## config.mk

```make
export PLATFORM = sky130hd
export DESIGN_NAME = julia_wb_arbiter
export DESIGN_NICKNAME = d
export VERILOG_FILES = /design/src/rtl/julia_pkg.sv /design/src/rtl/rr_pick.sv /design/src/rtl/julia_wb_arbiter.sv
export SDC_FILE = /design/constraint.sdc
export NUM_CORES = 1
export LEC_CHECK = 0
export BUFFER_PORTS_ARGS = -buffer_cell sky130_fd_sc_hd__buf_2
export CORE_AREA = 4 4 439 441
export DETAILED_ROUTE_END_ITERATION = 12
export DIE_AREA = 0 0 443 445
export SYNTH_ARGS = -nofsm -noshare
export SYNTH_HDL_FRONTEND = slang
export SYNTH_SLANG_ARGS = --single-unit
```

## constraint.sdc

```tcl
create_clock -name clk -period 7.2 [get_ports clk]
set_input_delay 0 -clock clk [delete_from_list [all_inputs] [get_ports clk]]
set_output_delay 0 -clock clk [all_outputs]
set_load 0.02 [all_outputs]
```

## src/rtl/julia_pkg.sv

```systemverilog
// Shared types and frame constants for the Julia renderer datapath.
package julia_pkg;

   typedef enum logic [1:0] {IDLE, WRITE, RELEASE} wb_state_t;

   localparam int NUM_JULIA_DEF    = 16;
   localparam int FRAME_W          = 640;
   localparam int FRAME_H          = 480;
   localparam int FRAME_PIXELS_DEF = FRAME_W * FRAME_H;

endpackage

```

## src/rtl/rr_pick.sv

```systemverilog
// Rotating-priority picker: first set request at or above ptr, wrapping modulo N.
module rr_pick #(
   parameter int N     = 16,
   parameter int PTR_W = 4
) (
   input  logic [N-1:0]     req,
   input  logic [PTR_W-1:0] ptr,
   output logic [PTR_W-1:0] grant,
   output logic             valid
);

   always_comb begin
      grant = '0;
      valid = 1'b0;
      for (int i = 0; i < N; i++) begin
         if (!valid && req[(int'(ptr) + i) % N]) begin
            valid = 1'b1;
            grant = PTR_W'((int'(ptr) + i) % N);
         end
      end
   end

endmodule

```

## src/rtl/julia_wb_arbiter.sv

```systemverilog
// Write-back arbiter: grants one finished Julia worker at a time, issues its
// Avalon-MM pixel write, pulses release to that worker and counts frame pixels.
module julia_wb_arbiter
   import julia_pkg::*;
#(
   parameter int NUM_JULIA    = NUM_JULIA_DEF,
   parameter int FRAME_PIXELS = FRAME_PIXELS_DEF,
   parameter int CNT_W        = 19
) (
   input  logic                    clk,
   input  logic                    rst,
   input  logic                    enable,
   input  logic [NUM_JULIA-1:0]    done,
   input  logic [NUM_JULIA*32-1:0] cataddresses,
   input  logic [NUM_JULIA*32-1:0] catpixels,
   output logic [NUM_JULIA-1:0]    release_oh,
   output logic                    avm_write,
   output logic [31:0]             avm_address,
   output logic [31:0]             avm_writedata,
   input  logic                    avm_waitrequest,
   output logic                    busy,
   output logic [CNT_W-1:0]        pixel_count,
   output logic                    frame_done
);

   localparam int IDX_W = (NUM_JULIA > 1) ? $clog2(NUM_JULIA) : 1;

   wb_state_t            state, state_nxt;
   logic [IDX_W-1:0]     rr_ptr;
   logic [IDX_W-1:0]     grant_q;
   logic [IDX_W-1:0]     pick_idx;
   logic                 pick_vld;
   logic                 last_grant_valid;
   logic [NUM_JULIA-1:0] grant_oh;
   logic [NUM_JULIA-1:0] block_mask;
   logic [NUM_JULIA-1:0] req;
   logic                 last_pixel;

   // The just-released worker may still show a stale done for one cycle.
   assign grant_oh   = NUM_JULIA'(1) << grant_q;
   assign block_mask = last_grant_valid ? grant_oh : '0;
   assign req        = done & ~block_mask;
   assign last_pixel = (pixel_count == CNT_W'(FRAME_PIXELS - 1));

   rr_pick #(
      .N     (NUM_JULIA),
      .PTR_W (IDX_W)
   ) u_rr_pick (
      .req   (req),
      .ptr   (rr_ptr),
      .grant (pick_idx),
      .valid (pick_vld)
   );

   always_ff @(posedge clk) begin
      if (rst) state <= IDLE;
      else     state <= state_nxt;
   end

   always_comb begin
      state_nxt  = state;
      avm_write  = 1'b0;
      release_oh = '0;
      frame_done = 1'b0;
      busy       = (state != IDLE);
      case (state)
         IDLE: begin
            if (enable && pick_vld) state_nxt = WRITE;
         end
         WRITE: begin
            avm_write = 1'b1;
            if (!avm_waitrequest) state_nxt = RELEASE;
         end
         RELEASE: begin
            release_oh = grant_oh;
            frame_done = last_pixel;
            state_nxt  = IDLE;
         end
         default: state_nxt = IDLE;
      endcase
   end

   // Address/data are captured at grant so the bus stays stable through stalls.
   always_ff @(posedge clk) begin
      if (rst) begin
         rr_ptr           <= '0;
         grant_q          <= '0;
         last_grant_valid <= 1'b0;
         pixel_count      <= '0;
         avm_address      <= '0;
         avm_writedata    <= '0;
      end else begin
         last_grant_valid <= (state == RELEASE);
         if (state == IDLE && state_nxt == WRITE) begin
            grant_q       <= pick_idx;
            avm_address   <= cataddresses[{pick_idx, 5'b0} +: 32];
            avm_writedata <= catpixels[{pick_idx, 5'b0} +: 32];
         end
         if (state == RELEASE) begin
            rr_ptr      <= (grant_q == IDX_W'(NUM_JULIA - 1)) ? '0 : grant_q + IDX_W'(1);
            pixel_count <= last_pixel ? '0 : pixel_count + CNT_W'(1);
         end
      end
   end

endmodule

```

==> impl_metrics.yaml <==
run:
  maxCapViolations: 0
sta:
  grt_setup_unrepaired: "no"
  period_minus_slack_ps: 6950
  finalSetupTns_ps: 0
  hold_viol: 0
  max_freq_mhz: 144
  clock_skew_ps: 39.7
  slew-limit-headroom_pct: 24.7
  final-max-slew-violation-count: 0
  setup_violations: 0
  finalCritPeriodShare_pct: 96.5
  max_slew.worst_pin.slew_ps: 1130
global_route:
  grt_pass1_vias: 23200
  grt_max_degree: 42
  gr-usage-all-layers_pct: 17.5
  antenna_found_initial: 111
  grt_pass1_wl_mm: 229
  gr-total-overflow: 0
synth:
  syn_area_per_cell_um2: 7.40
  ys_ff_latch: 94
  ys_top_cells_by_area: "mux4_2 (22%), dfxtp_1 (13%), nand2_1 (13%)"
  synthCells: 1915
  synth_nets: 2973
  synth-seq-area-share_pct: 13.3
  synth_top_area_share_pct: 21.8
  yosys-top-cells-count: "nand2_1 (485), nand3_1 (254), mux4_2 (137)"
  yosys.area.top_type: "mux4_2"
  synthArstFlopShare_pct: 0
  synth-edff-count: 0
  yosysMostFrequentCell: "nand2_1"
  yosysWarnings: 0
  synth-main-ff-cell: "dfxtp_1"
  syn-cell-area_um2: 14200
  ys_types: 84
status:
  status: "completed"
finish:
  fillers: 21900
  syn_to_final_growth_pct: 94.1
  drive_above_1_share_pct: 49.1
  regArea_um2: 1880
  final_util_pct: 14.5
  multi_input_area_um2: 11500
  finalNetCount: 4455
floorplan:
  num_rows: 160
  start_util_pct: 7.49
  dieArea_um2: 197000
  die_x_um: 443
  core_um2: 189000
  ios: 1146
  die_y_um: 445
critical_path:
  reg2reg_from: "grant_q[2]$_SDFFE_PP0P_"
  endpoint: "avm_address[29]$_SDFFE_PP0P_"
  path_cells: "buf_4 -> inv_1 -> ha_1 -> and3b_1 -> o32ai_1 -> o22ai_1 -> or4_1 -> nand4_1 -> nor4b_1 -> buf_4 -> a311o_1 -> a211oi_1 -> buf_4 -> a31oi_4 -> buf_4 -> nor2_4 -> buf_12 -> buf_4 -> nand3_1 -> dlygate4sd3_1 -> nand3_1 -> dlygate4sd3_1 -> o21ai_1 -> dlygate4sd3_1"
  r2r_slack_ps: 250
  crit_top_cell: "buf_4"
  critPathKind: "reg -> reg"
  cp-startpoint: "grant_q[2]$_SDFFE_PP0P_"
  worstRegToRegCells: 24
  endpoint_kind: "register"
  critPathLaunchType: "register"
  r2r-end: "avm_address[29]$_SDFFE_PP0P_"
  critPathMaxFanout: 26
  cp_slowest_stage_delay_ps: 720
  cp_slowest_cell: "o32ai_1"
  arrival_ps: 7310
  cp.required_ps: 7560
route:
  drc: 0
  routed_wl_mm: 182
  drt_iter0_markers: 2443
  drt-wirelength-per-cell_um: 30.5
  drt_first_pass_iters: 5
  via_count: 23700
  via_per_inst: 3.99
  antenna_left: 0
placed_design:
  dp_hpwl_mm: 160
  io_buffers: 1145
  gp_congestion: 1.06
cts:
  cts_sinks: 94
  clk-insertion-delay-late_ps: 490
  cts_buffers: 9
  cts_tree: "built"
  clk_root_buffer_cell: "clkbuf_16"
  h-tree-depth: 3
  path_clk_slew_ps: 100
  max-clock-path-buffers: 2
pwr:
  power.density_nw_per_um2: 159
  power.total_w: 0.00438
  ir_drop_mv: 0.154
  leakage_nw: 12.2
hold_path:
  min_from: "catpixels[28]"
  hp-class: "in -> reg"
[stage by stage]
stage	hold slack [ps]	instance area, um^2	worst slack, ps	std cells
after global placement	184	25400	734	5731
after detailed placement	188	25400	818	5731
after floorplan	76.1	14200	2190	1915
after global routing	30.7	27500	27.3	5948
final	36.7	27500	249	5951
after CTS	2.70	27400	260	5911
[flip-flops by register name, summed over array words and instances (netlist names)]
| name | count |
|---|---|
| avm_address | 32 |
| avm_writedata | 32 |
| pixel_count | 19 |
| grant_q | 4 |
| rr_ptr | 4 |
| state | 2 |
| last_grant_valid | 1 |
[routing by layer]
layer,vias to the layer above,GRT usage [%],share of wire [%]
met5,-,0,0.076
met4,24,6.77,3.9
met3,263,2.85,5.8
met2,1352,29.4,48
met1,11800,22.4,42
li1,10300,-,-
[placed cells by master (no fill, tap or decap), types with 15 or more instances in the layout]
master            n
buf_2          1145
nand2_1         485
a32oi_1          22
mux4_2          137
o21ai_0          18
nor2_1           79
buf_12           48
nor3_1           17
a2bb2oi_1        46
buf_4           289
a21oi_1         134
a22oi_1          24
inv_1            15
xor2_1           17
diode_2          38
o21ai_1          48
dlygate4sd3_1   164
dfxtp_1          93
nand3_1         253
o2111ai_1        21
a22o_1           49
[logic make-up after synthesis]
group                    share of synthesized area [%]
AO/OA/AOI/OAI                                     23.9
XOR/XNOR                                          1.85
adder cells (fa/ha/maj)                           1.24
buffers and inverters                             6.47
flip-flops                                        13.3
multiplexers                                      22.5
AND/OR/NAND/NOR                                   30.8
[worst min-delay path by stage]
stage / end / depth (start not counted) / slack (ps)
after detailed placement: state[1]$_SDFF_PP0_ / 2 / 190
after global placement: state[1]$_SDFF_PP0_ / 2 / 180
after CTS: avm_writedata[28]$_SDFFE_PP0P_ / 4 / 3
after global routing: avm_writedata[28]$_SDFFE_PP0P_ / 4 / 30
final: avm_writedata[28]$_SDFFE_PP0P_ / 4 / 40
after floorplan: state[1]$_SDFF_PP0_ / 1 / 80
[cell type report]
cell class              count  share of cell area [%]
flip-flops and latches     94                    6.85
clock inverters             7                   0.314
well taps                2511                    11.4
clock buffers               9                   0.819
inverters                  18                   0.246
diodes                     38                   0.346
multi-input cells        1628                    41.8
repair buffers           1646                    38.2
[power by group]
group / internal, W / switching [W]
Sequential: 0.000600 / 0.000102
Clock: 0.000250 / 0.000379
Combinational: 0.00136 / 0.00168
[timing repair]
| action | CTS | global route |
|---|---|---|
| setup buffers | 0 | 2 |
| hold buffers | 164 | 0 |
| gates resized for setup | 0 | 5 |
| hold endpoints to repair | 69 | 0 |
| setup endpoints to repair | 0 | 5 |
[critical path, delay by kind of cell, from the launching register on]
| family | cells | cell delay [ps] |
|---|---|---|
| adders and majority gates | 1 | 270 |
| DFF | 1 | 320 |
| AOI/OAI and AO/OA | 6 | 1720 |
| buffers and inverters | 10 | 3030 |
| and+or+nand+nor | 7 | 1440 |
Power figures use the tool's default switching activity.
